File: config.mk
export PLATFORM = sky130hd
export DESIGN_NAME = cpu_seq
export DESIGN_NICKNAME = d
export VERILOG_FILES = /design/src/rtl/cpu_pkg.sv /design/src/rtl/cpu_seq_decode.sv /design/src/rtl/cpu_seq.sv
export SDC_FILE = /design/constraint.sdc
export NUM_CORES = 1
export LEC_CHECK = 0
export BUFFER_PORTS_ARGS = -buffer_cell sky130_fd_sc_hd__buf_2
export CAP_MARGIN = 20
export CORE_MARGIN = 10
export CORE_UTILIZATION = 50
export CTS_CLUSTER_DIAMETER = 50
export DETAILED_ROUTE_END_ITERATION = 8
export PLACE_DENSITY = 0.82
export REMOVE_ABC_BUFFERS = 1
export SLEW_MARGIN = 20
export SYNTH_ARGS = -nofsm -noshare
export SYNTH_HDL_FRONTEND = slang
export SYNTH_SLANG_ARGS = --single-unit
File: constraint.sdc
create_clock -name CLK -period 3.4 [get_ports CLK]
set_input_delay 0.34 -clock CLK [delete_from_list [all_inputs] [get_ports CLK]]
set_output_delay 0.34 -clock CLK [all_outputs]
set_load 0.03 [all_outputs]
File: src/rtl/cpu_pkg.sv
// Shared types for the accumulator CPU: opcodes, sequencer states, ALU codes.
// Opcode lives in IR[7:4]; ALU codes are the opcode values the ALU decodes.
// The strobe bundle groups every control output the sequencer drives.
package cpu_pkg;

    typedef enum logic [3:0] {
        OP_NOP = 4'h0,
        OP_LDA = 4'h1,
        OP_STA = 4'h2,
        OP_ADD = 4'h3,
        OP_SUB = 4'h4,
        OP_AND = 4'h5,
        OP_OR  = 4'h6,
        OP_XOR = 4'h7,
        OP_NOT = 4'h8,
        OP_SHL = 4'h9,
        OP_SHR = 4'hA,
        OP_JMP = 4'hB,
        OP_JZ  = 4'hC,
        OP_JC  = 4'hD,
        OP_JS  = 4'hE,
        OP_HLT = 4'hF
    } opcode_t;

    typedef enum logic [2:0] {
        ST_RESET_LD = 3'd0,
        ST_FETCH    = 3'd1,
        ST_DECODE   = 3'd2,
        ST_OPFETCH  = 3'd3,
        ST_EXEC     = 3'd4,
        ST_HALT     = 3'd5
    } state_t;

    // ALU operation codes; the ALU decodes these same values.
    localparam logic [3:0] ALU_NONE = 4'h0;
    localparam logic [3:0] ALU_ADD  = 4'h3;
    localparam logic [3:0] ALU_SUB  = 4'h4;
    localparam logic [3:0] ALU_AND  = 4'h5;
    localparam logic [3:0] ALU_OR   = 4'h6;
    localparam logic [3:0] ALU_XOR  = 4'h7;
    localparam logic [3:0] ALU_NOT  = 4'h8;
    localparam logic [3:0] ALU_SHL  = 4'h9;
    localparam logic [3:0] ALU_SHR  = 4'hA;

    typedef struct packed {
        logic       mem_rd;
        logic       mem_wr;
        logic       addr_sel;
        logic       pc_inc;
        logic       pc_load;
        logic [3:0] alu_op;
        logic       acc_load;
        logic       acc_src;
        logic       fr_load;
        logic       halted;
    } strobe_t;

    // Opcodes that carry an operand/immediate byte after the opcode byte.
    function automatic logic is_two_byte(input opcode_t op);
        return ((op >= OP_LDA) && (op <= OP_XOR)) ||
               ((op >= OP_JMP) && (op <= OP_JS));
    endfunction

    // Map an ALU-class opcode to the code presented on ALU_OP.
    function automatic logic [3:0] to_alu_op(input opcode_t op);
        logic [3:0] code;
        case (op)
            OP_ADD:  code = ALU_ADD;
            OP_SUB:  code = ALU_SUB;
            OP_AND:  code = ALU_AND;
            OP_OR:   code = ALU_OR;
            OP_XOR:  code = ALU_XOR;
            OP_NOT:  code = ALU_NOT;
            OP_SHL:  code = ALU_SHL;
            OP_SHR:  code = ALU_SHR;
            default: code = ALU_NONE;
        endcase
        return code;
    endfunction

endpackage

File: src/rtl/cpu_seq_decode.sv
// Control strobe decoder: state, opcode, flags and MEM_READY to strobe vector.
// Purely combinational, zero latency.
// Requests are held constant while in a request state; MEM_READY only gates completion strobes.
module cpu_seq_decode
    import cpu_pkg::*;
(
    input  state_t  state_i,
    input  opcode_t opcode_i,
    input  logic    mem_ready_i,
    input  logic    cy_i,
    input  logic    z_i,
    input  logic    s_i,
    output strobe_t strb_o
);

    // Strobes for the current state; everything defaults low so HALT and DECODE stay quiet.
    always_comb begin
        strb_o = '0;
        case (state_i)
            ST_RESET_LD: strb_o.pc_load = 1'b1;
            ST_FETCH, ST_OPFETCH: begin
                strb_o.mem_rd = 1'b1;
                strb_o.pc_inc = mem_ready_i;
            end
            ST_EXEC: begin
                case (opcode_i)
                    OP_LDA: begin
                        strb_o.mem_rd   = 1'b1;
                        strb_o.addr_sel = 1'b1;
                        strb_o.acc_src  = 1'b1;
                        strb_o.acc_load = mem_ready_i;
                    end
                    OP_STA: begin
                        strb_o.mem_wr   = 1'b1;
                        strb_o.addr_sel = 1'b1;
                    end
                    OP_ADD, OP_SUB, OP_AND, OP_OR, OP_XOR,
                    OP_NOT, OP_SHL, OP_SHR: begin
                        strb_o.alu_op   = to_alu_op(opcode_i);
                        strb_o.acc_load = 1'b1;
                        strb_o.fr_load  = 1'b1;
                    end
                    OP_JMP:  strb_o.pc_load = 1'b1;
                    OP_JZ:   strb_o.pc_load = z_i;
                    OP_JC:   strb_o.pc_load = cy_i;
                    OP_JS:   strb_o.pc_load = s_i;
                    default: ;
                endcase
            end
            ST_HALT: strb_o.halted = 1'b1;
            default: ;
        endcase
    end

endmodule

File: src/rtl/cpu_seq.sv
// Multi-cycle instruction sequencer for the 8-bit accumulator CPU.
// 3 cycles for one-byte ops, 4 for two-byte ops at zero wait; each wait cycle adds one.
// Memory requests are held until MEM_READY; the sequencer never withdraws a request.
module cpu_seq
    import cpu_pkg::*;
#(
    parameter logic [7:0] RESET_PC = 8'h00
) (
    input  logic       CLK,
    input  logic       RST,
    input  logic [7:0] MEM_DATA,
    input  logic       MEM_READY,
    input  logic       CY,
    input  logic       Z,
    input  logic       S,
    output logic       MEM_RD,
    output logic       MEM_WR,
    output logic       ADDR_SEL,
    output logic       PC_INC,
    output logic       PC_LOAD,
    output logic [3:0] ALU_OP,
    output logic       ACC_LOAD,
    output logic       ACC_SRC,
    output logic       FR_LOAD,
    output logic [7:0] OPERAND,
    output logic       HALTED
);

    state_t     state_q, state_d;
    // Only IR[7:4] carries meaning, so only the opcode nibble is kept.
    opcode_t    ir_q, ir_d;
    logic [7:0] operand_q, operand_d;
    strobe_t    strb;

    cpu_seq_decode u_decode (
        .state_i     (state_q),
        .opcode_i    (ir_q),
        .mem_ready_i (MEM_READY),
        .cy_i        (CY),
        .z_i         (Z),
        .s_i         (S),
        .strb_o      (strb)
    );

    // Next-state and register-load logic; MEM_READY only matters in request states.
    always_comb begin
        state_d   = state_q;
        ir_d      = ir_q;
        operand_d = operand_q;
        case (state_q)
            ST_RESET_LD: state_d = ST_FETCH;
            ST_FETCH: begin
                if (MEM_READY) begin
                    ir_d    = opcode_t'(MEM_DATA[7:4]);
                    state_d = ST_DECODE;
                end
            end
            ST_DECODE: begin
                if (is_two_byte(ir_q)) begin
                    state_d = ST_OPFETCH;
                end else if (ir_q == OP_HLT) begin
                    state_d = ST_HALT;
                end else begin
                    state_d = ST_EXEC;
                end
            end
            ST_OPFETCH: begin
                if (MEM_READY) begin
                    operand_d = MEM_DATA;
                    state_d   = ST_EXEC;
                end
            end
            ST_EXEC: begin
                // Memory ops wait for completion; everything else is single-cycle.
                if (((ir_q != OP_LDA) && (ir_q != OP_STA)) || MEM_READY) begin
                    state_d = ST_FETCH;
                end
            end
            ST_HALT: state_d = ST_HALT;
            default: state_d = ST_RESET_LD;
        endcase
    end

    // Sequencer state, IR and OPERAND registers with asynchronous reset.
    always_ff @(posedge CLK or posedge RST) begin
        if (RST) begin
            state_q   <= ST_RESET_LD;
            ir_q      <= OP_NOP;
            operand_q <= RESET_PC;
        end else begin
            state_q   <= state_d;
            ir_q      <= ir_d;
            operand_q <= operand_d;
        end
    end

    assign MEM_RD   = strb.mem_rd;
    assign MEM_WR   = strb.mem_wr;
    assign ADDR_SEL = strb.addr_sel;
    assign PC_INC   = strb.pc_inc;
    assign PC_LOAD  = strb.pc_load;
    assign ALU_OP   = strb.alu_op;
    assign ACC_LOAD = strb.acc_load;
    assign ACC_SRC  = strb.acc_src;
    assign FR_LOAD  = strb.fr_load;
    assign HALTED   = strb.halted;
    assign OPERAND  = operand_q;

endmodule
==> summary.md, run 1 <==
| Metric | Value |
|---|---|
| Worst path cell trace | `nand2b_1 -> nor2_1 -> nand2_1 -> nor3b_1 -> buf_2` |
| CP Data Arrival Time | `1.81 ns` |
| Quantity of gates resized following cts | `0` |
| Fill count | `156` |
| Tmin final | `2.15 ns` |
| Total CTS buffers | `3` |
| # hold bufs at CTS | `0` |
| Top-Level Pins | `35` |
| Pwr per Cell Area | `268 nW/um2` |
| Final Max Slew Viols | `0` |
| Row cnt | `15` |
| # H-tree levels | `1` |
| Reg-to-Reg Start | `ir_q[1]` |
| Clk sink count | `15` |
| DPL Wire Length | `1730 um` |
| CTS tree | `built` |
| Mapped Cells | `86` |
| Worst Setup Path Type | `reg -> out` |
| Clk pin slew, worst setup/hold paths | `0.09 ns` |
| Vias per Instance | `5.25` |
| Die area | `3850 um2` |
| Register area share after synthesis | `0.424` |
| Remaining DRCs | `0` |
| Layout Utilization | `0.634` |
| CP endpoint kind | `primary output` |
| Die W | `62.1 um` |
| Most common library cells after synthesis | `15 x dfrtp_1, 8 x mux2_2, 8 x nor2_1` |
| RD Place Congestion | `0.816` |
| Initial DRC count | `8` |
| Worst R2R Setup Slack | `1.83 ns` |
| Slowest Stage Delay on Critical Path | `0.48 ns` |
| Skew-Pair Late Insertion Delay | `0.27 ns` |
| Combinational Power Share | `0.045` |
| CP required | `3.06 ns` |
| Critical path fanouts, max | `8` |
| Post-route setup TNS | `0 ns` |
| CP max-delay cell | `dfrtp_1` |
| F_max | `0.466 GHz` |
| Slew headroom | `0.632` |
| Setup violators final | `0` |
| Global route overflow | `0` |
| Vias in the first global route | `778` |
| Area growth syn-to-layout | `22.3%` |
| R2r worst-path depth | `4` |
| Sequential share of power | `0.615` |
| Clk buf depth | `2` |
| Mapped cell area | `885 um2` |
| Status | `finished clean` |
| P_sw | `0.0602 mW` |
| Ys async rst share | `1.00` |
| Pre-CTS setup slack | `1.57 ns` |
| Switching share of power | `0.208` |
| Int Power | `0.230 mW` |
| Clk_skew | `0.00321 ns` |
| Largest cells by area after synthesis | `dfrtp_1 42%, mux2_2 10%, mux2_4 6.8%, a21oi_1 3.4%, nor2_1 3.4%` |
| CP Launch Type | `register` |
| Largest net degree at the start of global routing | `16` |
| Worst hold margin | `0.0945 ns` |
| CTS root buf | `clkbuf_4` |
| Std-Cell Core Area | `1710 um2` |
| Post-Syn Area per Cell | `10.3 um2` |
| Share of layout cells above drive strength 1 | `0.454` |
| Post-CTS Setup Repair Bufs | `0` |
| Synth warnings | `0` |
| #FFs+latches synth | `15` |
| Fin nets | `134` |
| Maximum vdd drop | `0.302 mV` |
| Port bufs | `34` |
| Detailed-route via count | `756` |
| Yosys cell types | `34` |
| Final Power | `0.290 mW` |
| Tcrit/Tclk final | `0.631` |
| Max_cap viols | `0` |
| Antenna violations before repair | `0` |
| Overall Global Routing Usage | `0.113` |
| Post-Route WL | `2130 um` |
| Slew @ Worst Pin | `0.552 ns` |
| Setup WS post-layout | `1.25 ns` |
| Synth top area share | `0.424` |
| Die Height | `62.1 um` |
| Initial Util | `0.518` |
| Hold WC Path Type | `in -> async` |
| Hold Violations, Final | `0` |
| WL/cell | `14.8 um` |
| ANT cells | `0` |
| Clk pwr share | `0.340` |
| RSZ-0062 raised after global routing | `no` |
| Leak | `0.583 nW` |
| Synth area leader | `dfrtp_1` |
| TritonRoute pass-1 iters | `4` |
| EDFF count, synth | `0` |
| DRT antenna net count | `0` |
| RR Endpoint | `state_q[1]` |
| First-pass GRT wire length | `3330 um` |
| Ys flop type | `dfrtp_1` |
| Count leader, synth | `dfrtp_1` |
==> critical path: cells and delay by family (launching register included) <==
kind / cells / cell delay [ns]
AND/OR/NAND/NOR: 4 / 0.82
buffers and inverters: 1 / 0.23
flip-flops: 1 / 0.48
==> how the worst max path moves through the flow <==
stage,startpoint,endpoint,slack [ns],cells after the start
3_5_place_dp,state_q[1],MEM_WR,1.57,5
2_1_floorplan,state_q[1],MEM_WR,1.37,4
3_3_place_gp,state_q[1],MEM_WR,1.65,5
4_1_cts,state_q[1],MEM_WR,1.25,5
5_1_grt,state_q[1],MEM_WR,1.10,5
6_report,state_q[1],MEM_WR,1.25,5
==> stage by stage <==
stage	instances	instance area [um2]
finish	144	1080
global placement	140	1060
CTS	144	1080
floorplan	81	855
global route	144	1080
detailed placement	140	1060
==> cell type report <==
class | instances | area (um2) | area share
tap | 25 | 31.3 | 0.0289
multi-input combinational | 62 | 464 | 0.429
inverter | 4 | 15.0 | 0.0139
clock buffer | 4 | 26.3 | 0.0243
sequential | 15 | 375 | 0.347
timing repair buffer | 34 | 170 | 0.157
==> registers in the layout (all words and copies together) (netlist names) <==
register,count
state_q,3
OPERAND,8
ir_q,4
==> cells in the final DEF (no fill, tap or decap), types with 2 or more instances in the layout <==
cell / Yosys / layout
xor2_1: 2 / 2
a21oi_1: 6 / 6
and3_1: 3 / 3
clkbuf_4: 0 / 3
nor3b_1: 2 / 2
nor2b_1: 3 / 3
nor2_1: 8 / 8
mux2_4: 4 / 4
o21ai_0: 3 / 3
nand2_1: 2 / 2
nand2b_1: 3 / 3
mux2_2: 8 / 8
o211ai_1: 2 / 2
dfrtp_1: 15 / 15
inv_1: 3 / 3
buf_2: 2 / 34
nor3_1: 2 / 2
==> routing by layer <==
metal	part of all wire	GRT usage	routed length [um]
met5	0	0	0
met4	0.0019	0.0382	4
met3	0.11	0.0305	238
met2	0.43	0.187	924
met1	0.45	0.136	966
==> power groups by stage <==
| stage | Combinational, mW | Clock, mW | Sequential [mW] |
|---|---|---|---|
| 2_1_floorplan | 0.00383 | 0 | 0.182 |
| 6_report | 0.0131 | 0.0985 | 0.178 |
| 5_1_grt | 0.0150 | 0.110 | 0.178 |
| 3_3_place_gp | 0.0127 | 0 | 0.182 |
| 4_1_cts | 0.0136 | 0.102 | 0.178 |
| 3_5_place_dp | 0.0135 | 0 | 0.182 |
==> kinds of logic (layout without fill, tap and decap cells) <==
group	count (synthesis)	count (layout)	synth area share
AOI/OAI and AO/OA	18	18	0.130
xor gates and xnor gates	3	3	0.0297
buffers and inverters	9	42	0.0509
DFF	15	15	0.424
muxes	13	13	0.181
and+or+nand+nor	28	28	0.184
Power figures use the tool's default switching activity.
==> run 2, diff against run 1 <==
--- a/config.mk
+++ b/config.mk
@@ -5,13 +5,14 @@
 export SDC_FILE = /design/constraint.sdc
 export NUM_CORES = 1
 export LEC_CHECK = 0
+export ABC_AREA = 1
 export BUFFER_PORTS_ARGS = -buffer_cell sky130_fd_sc_hd__buf_2
 export CAP_MARGIN = 20
 export CORE_MARGIN = 10
-export CORE_UTILIZATION = 50
+export CORE_UTILIZATION = 43
 export CTS_CLUSTER_DIAMETER = 50
 export DETAILED_ROUTE_END_ITERATION = 8
-export PLACE_DENSITY = 0.82
+export PLACE_DENSITY = 0.74
 export REMOVE_ABC_BUFFERS = 1
 export SLEW_MARGIN = 20
 export SYNTH_ARGS = -nofsm -noshare
==> constraint.sdc (replaced) <==
create_clock -name CLK -period 1.75 [get_ports CLK]
set_input_delay 0.175 -clock CLK [delete_from_list [all_inputs] [get_ports CLK]]
set_output_delay 0.175 -clock CLK [all_outputs]
set_load 0.03 [all_outputs]
==> run 2 against run 1 <==
  * Die area is 15% higher
  * Worst hold slack better by 0.033 ns
  * First-iteration DRC count grew to 3.1 times the previous value
  * Global-route usage is 0.74 points lower
==> summary.md, run 2 <==
| Metric | Value |
|---|---|
| Pwr per Cell Area | `1830 nW/um2 (+590%)` |
| Clk sink count | `15 (unchanged)` |
| Detailed-route via count | `1006 (+33%)` |
| Std-Cell Core Area | `2000 um2 (+17%)` |
| Met1 WL | `1180 um (+23%)` |
| Vias per Instance | `4.84 (-7.9%)` |
| Slowest Stage Delay on Critical Path | `0.43 ns (-0.05 ns)` |
| Most frequent cells in the layout | `45 x nand2_1, 30 x buf_2, 15 x inv_1` |
| EDFF count, synth | `0 (unchanged)` |
| Die Height | `66.4 um (+7.0%)` |
| #FFs+latches synth | `15 (unchanged)` |
| Max FFs per register | `8 (unchanged)` |
| Critical path fanouts, max | `5 (-3)` |
| Mapped cell area | `927 um2 (+4.8%)` |
| ANT cells | `0 (unchanged)` |
| Slew @ Worst Pin | `0.543 ns (-0.00937 ns)` |
| Remaining DRCs | `0 (unchanged)` |
| CP max-delay cell | `dfrtp_2` |
| Met2 Wirelength | `1090 um (+18%)` |
| Leak | `0.758 nW (+30%)` |
| Top-Level Pins | `35 (unchanged)` |
| Slew headroom | `0.638 (+0.00625)` |
| R2r worst-path depth | `7 (+3)` |
| Final instance area | `1250 um2 (+15%)` |
| Synth top area share | `0.405 (-0.0195)` |
| Initial DRC count | `25 (+17)` |
| Commonest non-fill, non-tap cell in the layout | `nand2_1` |
| Reg-to-Reg Start | `state_q[0]` |
| # H-tree levels | `1 (unchanged)` |
| Worst Setup EP | `ACC_LOAD` |
| CTS tree | `built` |
| Global route overflow | `0 (unchanged)` |
| Largest net degree at the start of global routing | `16 (unchanged)` |
| Max_cap viols | `0 (unchanged)` |
| Row cnt | `16 (+1)` |
| Area after DPL | `1120 um2 (+5.8%)` |
| Final Max Slew Viols | `0 (unchanged)` |
| Clk pin slew, worst setup/hold paths | `0.08 ns (about the same)` |
| Hold depth | `3` |
| Hold WC Path Type | `in -> reg` |
| Post-Syn Area per Cell | `6.77 um2 (-34%)` |
| Crit. path cell count | `7 (+2)` |
| Worst path top cell family by delay | `flip-flops` |
| Vias in the first global route | `909 (+17%)` |
| Worst R2R Setup Slack | `0.30 ns (-1.53 ns)` |
| Most common library cells after synthesis | `49 x nand2_1, 17 x inv_1, 15 x dfrtp_1` |
| Skew-Pair Late Insertion Delay | `0.27 ns (about the same)` |
| Initial Util | `0.463 (-0.0548)` |
| Buf+Inv Stages, Crit Path | `2 (+1)` |
| Tmin final | `1.70 ns` |
| WL/cell | `11.9 um (-20%)` |
| First-pass GRT wire length | `3830 um (+15%)` |
| Met3 wire length | `177 um (-26%)` |
| Die area | `4410 um2 (+15%)` |
| CP endpoint kind | `primary output` |
| Worst Setup Path Type | `reg -> out` |
| RD Place Congestion | `0.991 (+21%)` |
| Layout Utilization | `0.623 (-0.0112)` |
| RR Endpoint | `state_q[2]` |
| F_max | `0.590 GHz` |
| Total CTS buffers | `3 (unchanged)` |
| Largest cells by area after synthesis | `dfrtp_1 40%, nand2_1 20%, nand3_1 7.0%, inv_1 6.9%, nand2_2 3.4%` |
| Fin nets | `196 (+46%)` |
| Max layer used | `met4` |
| Die W | `66.4 um (+7.0%)` |
| Clk_skew | `0.000309 ns (-0.00290 ns)` |
| CP required | `1.57 ns (-1.49 ns)` |
| CP Data Arrival Time | `1.52 ns (-0.29 ns)` |
| Ys flop type | `dfrtp_1` |
| Worst path cell trace | `inv_1 -> nand2_2 -> nor2_4 -> nand3_2 -> o21ai_2 -> o21bai_1 -> buf_4` |
| Count leader, synth | `nand2_1` |
| Yosys cell types | `21 (-38%)` |
| Register area share after synthesis | `0.405 (-0.0195)` |
| CTS root buf | `clkbuf_4` |
| Maximum vdd drop | `0.949 mV (+210%)` |
| Hold Violations, Final | `0 (unchanged)` |
| Synth area leader | `dfrtp_1` |
| TritonRoute pass-1 iters | `4 (unchanged)` |
| Share of layout cells above drive strength 1 | `0.392 (-0.0615)` |
| DRT antenna net count | `0 (unchanged)` |
| Synth warnings | `0 (unchanged)` |
| Ys async rst share | `1.00 (unchanged)` |
| Status | `finished clean` |
| CP Launch Type | `register` |
| Tcrit/Tclk final | `0.969` |
| Post-route setup TNS | `0 ns (unchanged)` |
| Mapped Cells | `137 (+59%)` |
| Port bufs | `34 (unchanged)` |
| Clk buf depth | `2 (unchanged)` |
| Setup violators final | `0 (unchanged)` |
| DPL Wire Length | `1860 um (+7.2%)` |
| Overall Global Routing Usage | `0.105 (-0.00744)` |
| Antenna violations before repair | `0 (unchanged)` |
| Worst setup startpoint | `state_q[0]` |
| Area growth syn-to-layout | `34.4%` |
| Post-Route WL | `2470 um (+16%)` |
==> run 2: logic make-up after synthesis <==
| family | share of synthesized area |
|---|---|
| AOI/OAI and AO/OA | 0.0715 |
| DFF | 0.405 |
| buffers and inverters | 0.112 |
| xor gates and xnor gates | 0.00945 |
| and+or+nand+nor | 0.402 |
==> run 2: stage by stage <==
step                cells  hold slack, ns  power [mW]  setup WS (ns)
floorplan             134          0.0765        1.58         -0.117
global placement      196           0.245        1.88          0.327
detailed placement    196           0.251        1.91          0.248
CTS                   201           0.122        2.11         0.0152
global route          208           0.133        2.50        -0.0359
finish                208           0.127        2.29         0.0548
==> run 2: how the worst min path moves through the flow <==
stage | slack [ns] | start | to
detailed placement | 0.25 | RST | OPERAND[3]
CTS | 0.12 | MEM_DATA[2] | OPERAND[2]
floorplan | 0.08 | RST | OPERAND[0]
global route | 0.13 | MEM_DATA[2] | OPERAND[2]
finish | 0.13 | MEM_DATA[2] | OPERAND[2]
global placement | 0.24 | RST | OPERAND[2]
==> run 2: layout make-up <==
cell class,count,area (um2)
inverters,22,85.1
well taps,27,33.8
clock buffers,4,26.3
multi-input cells,97,470
fillers,193,756
flip-flops and latches,15,380
repair buffers,43,250
==> run 2: where the power goes <==
part / switching, mW / internal (mW)
Clock: 0.0985 / 0.0881
Sequential: 0.171 / 0.512
Combinational: 0.930 / 0.486
==> run 2: timing repair <==
| action | 4_1_cts | 5_1_grt |
|---|---|---|
| setup buffers | 0 | 7 |
| resized for setup | 4 | 14 |
| hold endpoints to repair | 15 | 0 |
| hold buffers | 1 | 0 |
| pin swaps | 0 | 1 |
| endpoints found under the setup margin | 2 | 6 |
==> run 2: metal layers <==
layer,GRT usage,vias to the layer above
met4,0.0314,0
met1,0.129,449
met5,0,-
met3,0.0356,2
met2,0.169,37
li1,-,518
==> run 2: worst min-delay path: stages <==
cell and delay [ns]:
buf_2 0.07, nand3_1 0.06, nand2_1 0.06
==> run 3, diff against run 2 <==
--- a/config.mk
+++ b/config.mk
@@ -5,15 +5,15 @@
 export SDC_FILE = /design/constraint.sdc
 export NUM_CORES = 1
 export LEC_CHECK = 0
-export ABC_AREA = 1
-export BUFFER_PORTS_ARGS = -buffer_cell sky130_fd_sc_hd__buf_2
 export CAP_MARGIN = 20
 export CORE_MARGIN = 10
-export CORE_UTILIZATION = 43
+export CORE_UTILIZATION = 54
 export CTS_CLUSTER_DIAMETER = 50
 export DETAILED_ROUTE_END_ITERATION = 8
-export PLACE_DENSITY = 0.74
+export DONT_BUFFER_PORTS = 1
+export PLACE_DENSITY = 0.72
 export REMOVE_ABC_BUFFERS = 1
+export SKIP_CTS_REPAIR_TIMING = 1
 export SLEW_MARGIN = 20
 export SYNTH_ARGS = -nofsm -noshare
 export SYNTH_HDL_FRONTEND = slang
==> run 3 against run 2 <==
  * Clock-buffer cell count did not move
  * Clock skew up 0.0019 ns
  * Via count decreased by 29%
  * Clock power hardly changed
  * Power decreased by 76%
  * Largest cell class unchanged
==> summary.md, run 3 (same netlist as run 1, synthesis figures left out) <==
| Metric | Value |
|---|---|
| Status | `finished clean` |
| Overall Global Routing Usage | `0.114 (+0.00914)` |
| Final Max Slew Viols | `0 (unchanged)` |
| Die Height | `60.5 um (-9.0%)` |
| Sequential share of power | `0.637 (+0.338)` |
| CP Launch Type | `register` |
| Slew headroom | `0.646 (+0.00851)` |
| Met2 Wirelength | `1040 um (-4.9%)` |
| Total CTS buffers | `3 (unchanged)` |
| Setup WS post-layout | `0.00668 ns (-0.0481 ns)` |
| Area after DPL | `965 um2 (-14%)` |
| Buf+Inv Stages, Crit Path | `1 (-1)` |
| Max layer used | `met4` |
| Worst path top cell family by delay | `simple AND/OR/NAND/NOR gates` |
| Antenna violations before repair | `0 (unchanged)` |
| First-pass GRT wire length | `3300 um (-14%)` |
| Initial Util | `0.580 (+0.117)` |
| Layout Utilization | `0.730 (+0.107)` |
| Worst Setup Path Type | `reg -> out` |
| CP endpoint kind | `primary output` |
| Row cnt | `14 (-2)` |
| # H-tree levels | `1 (unchanged)` |
| Std-Cell Core Area | `1520 um2 (-24%)` |
| Top-Level Pins | `35 (unchanged)` |
| Tcrit/Tclk final | `0.996 (+0.0275)` |
| Post-Route WL | `2180 um (-12%)` |
| Most frequent cells in the layout | `19 x buf_4, 10 x dfrtp_1, 8 x mux2_2` |
| Die area | `3660 um2 (-17%)` |
| Tmin final | `1.74 ns (+0.0481 ns)` |
| Pwr per Cell Area | `488 nW/um2 (-73%)` |
| Initial DRC count | `21 (-16%)` |
| Hold Violations, Final | `0 (unchanged)` |
| Worst hold margin | `0.0441 ns (-0.0830 ns)` |
| Vias in the first global route | `716 (-21%)` |
| Met3 wire length | `291 um (+64%)` |
| Clk pin slew, worst setup/hold paths | `0.08 ns (about the same)` |
| Leak | `0.523 nW (-31%)` |
| Critical path fanouts, max | `4 (-1)` |
| RSZ-0062 raised after global routing | `yes` |
| Fin nets | `121 (-38%)` |
| TritonRoute pass-1 iters | `4 (unchanged)` |
| CP max-delay cell | `dfrtp_1` |
| Vias per Instance | `5.83 (+20%)` |
| Post-route setup TNS | `0 ns (unchanged)` |
| Slew @ Worst Pin | `0.530 ns (-0.0128 ns)` |
| Clk sink count | `15 (unchanged)` |
| Share of layout cells above drive strength 1 | `0.528 (+0.136)` |
| Port bufs | `0 (-100%)` |
| Met1 WL | `835 um (-29%)` |
| DRT antenna net count | `0 (unchanged)` |
| Worst path cell trace | `nand2b_1 -> nor2_2 -> nand2_2 -> nor3b_2 -> buf_4` |
| CP Data Arrival Time | `1.57 ns (+0.05 ns)` |
| Combinational Power Share | `0.020 (-0.599)` |
| CP required | `1.57 ns (about the same)` |
| Largest net degree at the start of global routing | `16 (unchanged)` |
| Dpl cells | `109 (-44%)` |
| RD Place Congestion | `0.843 (-15%)` |
| Setup violators final | `0 (unchanged)` |
| Remaining DRCs | `0 (unchanged)` |
| CTS tree | `built` |
| Global route overflow | `0 (unchanged)` |
| Final instance area | `1110 um2 (-11%)` |
| Int Power | `0.438 mW (-60%)` |
| Hold WC Path Type | `in -> reg` |
| Area growth syn-to-layout | `25.7%` |
| Pre-CTS setup slack | `0.167 ns (-0.0812 ns)` |
| ANT cells | `0 (unchanged)` |
| Max_cap viols | `0 (unchanged)` |
| Clk_skew | `0.00218 ns (+0.00187 ns)` |
| Final Power | `0.543 mW (-76%)` |
| Clk pwr share | `0.343 (+0.261)` |
| P_sw | `0.105 mW (-91%)` |
| DPL Wire Length | `1570 um (-16%)` |
| Switching share of power | `0.194 (-0.331)` |
| Clk buf depth | `2 (unchanged)` |
| Die W | `60.5 um (-9.0%)` |
| Maximum vdd drop | `0.550 mV (-42%)` |
| Max FFs per register | `8 (unchanged)` |
| Detailed-route via count | `711 (-29%)` |
| Post-Layout Cell Count | `122 (-41%)` |
| F_max | `0.574 GHz (-2.8%)` |
| Slowest Stage Delay on Critical Path | `0.38 ns (-0.05 ns)` |
| CTS root buf | `clkbuf_4` |
| Skew-Pair Late Insertion Delay | `0.27 ns (about the same)` |
| Commonest non-fill, non-tap cell in the layout | `buf_4` |
| WL/cell | `17.9 um (+51%)` |
run 3: changes by cell type in the layout (fill, tap and decap cells not counted), sizes merged, moves of 3 or more:
cell,delta
a21oi,+5
and3,+3
buf,-21
inv,-18
mux2,+12
nand2,-51
nand2b,+3
nand3,-14
nor2b,+4
o21ai,-7
run 3: routing by layer:
layer | vias up | GRT usage
li1 | 344 | -
met1 | 338 | 0.116
met2 | 27 | 0.188
met3 | 2 | 0.0605
met4 | 0 | 0.0564
met5 | - | 0
run 3: path summary, 6_finish.rpt:
check	start	cells after the start	slack, ns	end
setup / recovery	state_q[1]	5	0.007	MEM_WR
hold / removal	MEM_DATA[5]	1	0.04	ir_q[1]
setup reg to reg	ir_q[1]	4	0.22	state_q[1]
hold reg to reg	state_q[2]	2	0.61	state_q[1]
max in group asynchronous	RST	2	0.98	ir_q[2]
min in group asynchronous	RST	2	0.38	state_q[0]
run 3: layout make-up:
type,instances,area [um2]
well taps,16,20.0
flip-flops and latches,15,382
fillers,129,412
inverters,4,15.0
multi-input cells,62,512
clock buffers,4,26.3
repair buffers,21,158
run 3: power groups by stage:
| stage | Clock, mW | Sequential (mW) | Combinational [mW] |
|---|---|---|---|
| 2_1_floorplan | 0 | 0.353 | 0.00745 |
| 3_5_place_dp | 0 | 0.353 | 0.00913 |
| 3_3_place_gp | 0 | 0.353 | 0.00922 |
| 4_1_cts | 0.197 | 0.346 | 0.00931 |
| 5_1_grt | 0.210 | 0.346 | 0.0128 |
| 6_report | 0.186 | 0.346 | 0.0108 |
run 3: worst register-to-register path: cells and delay by family, from the launching register on:
family | cells | cell delay, ns
AO/OA/AOI/OAI | 2 | 0.35
AND/OR/NAND/NOR | 2 | 0.61
flip-flops | 1 | 0.47
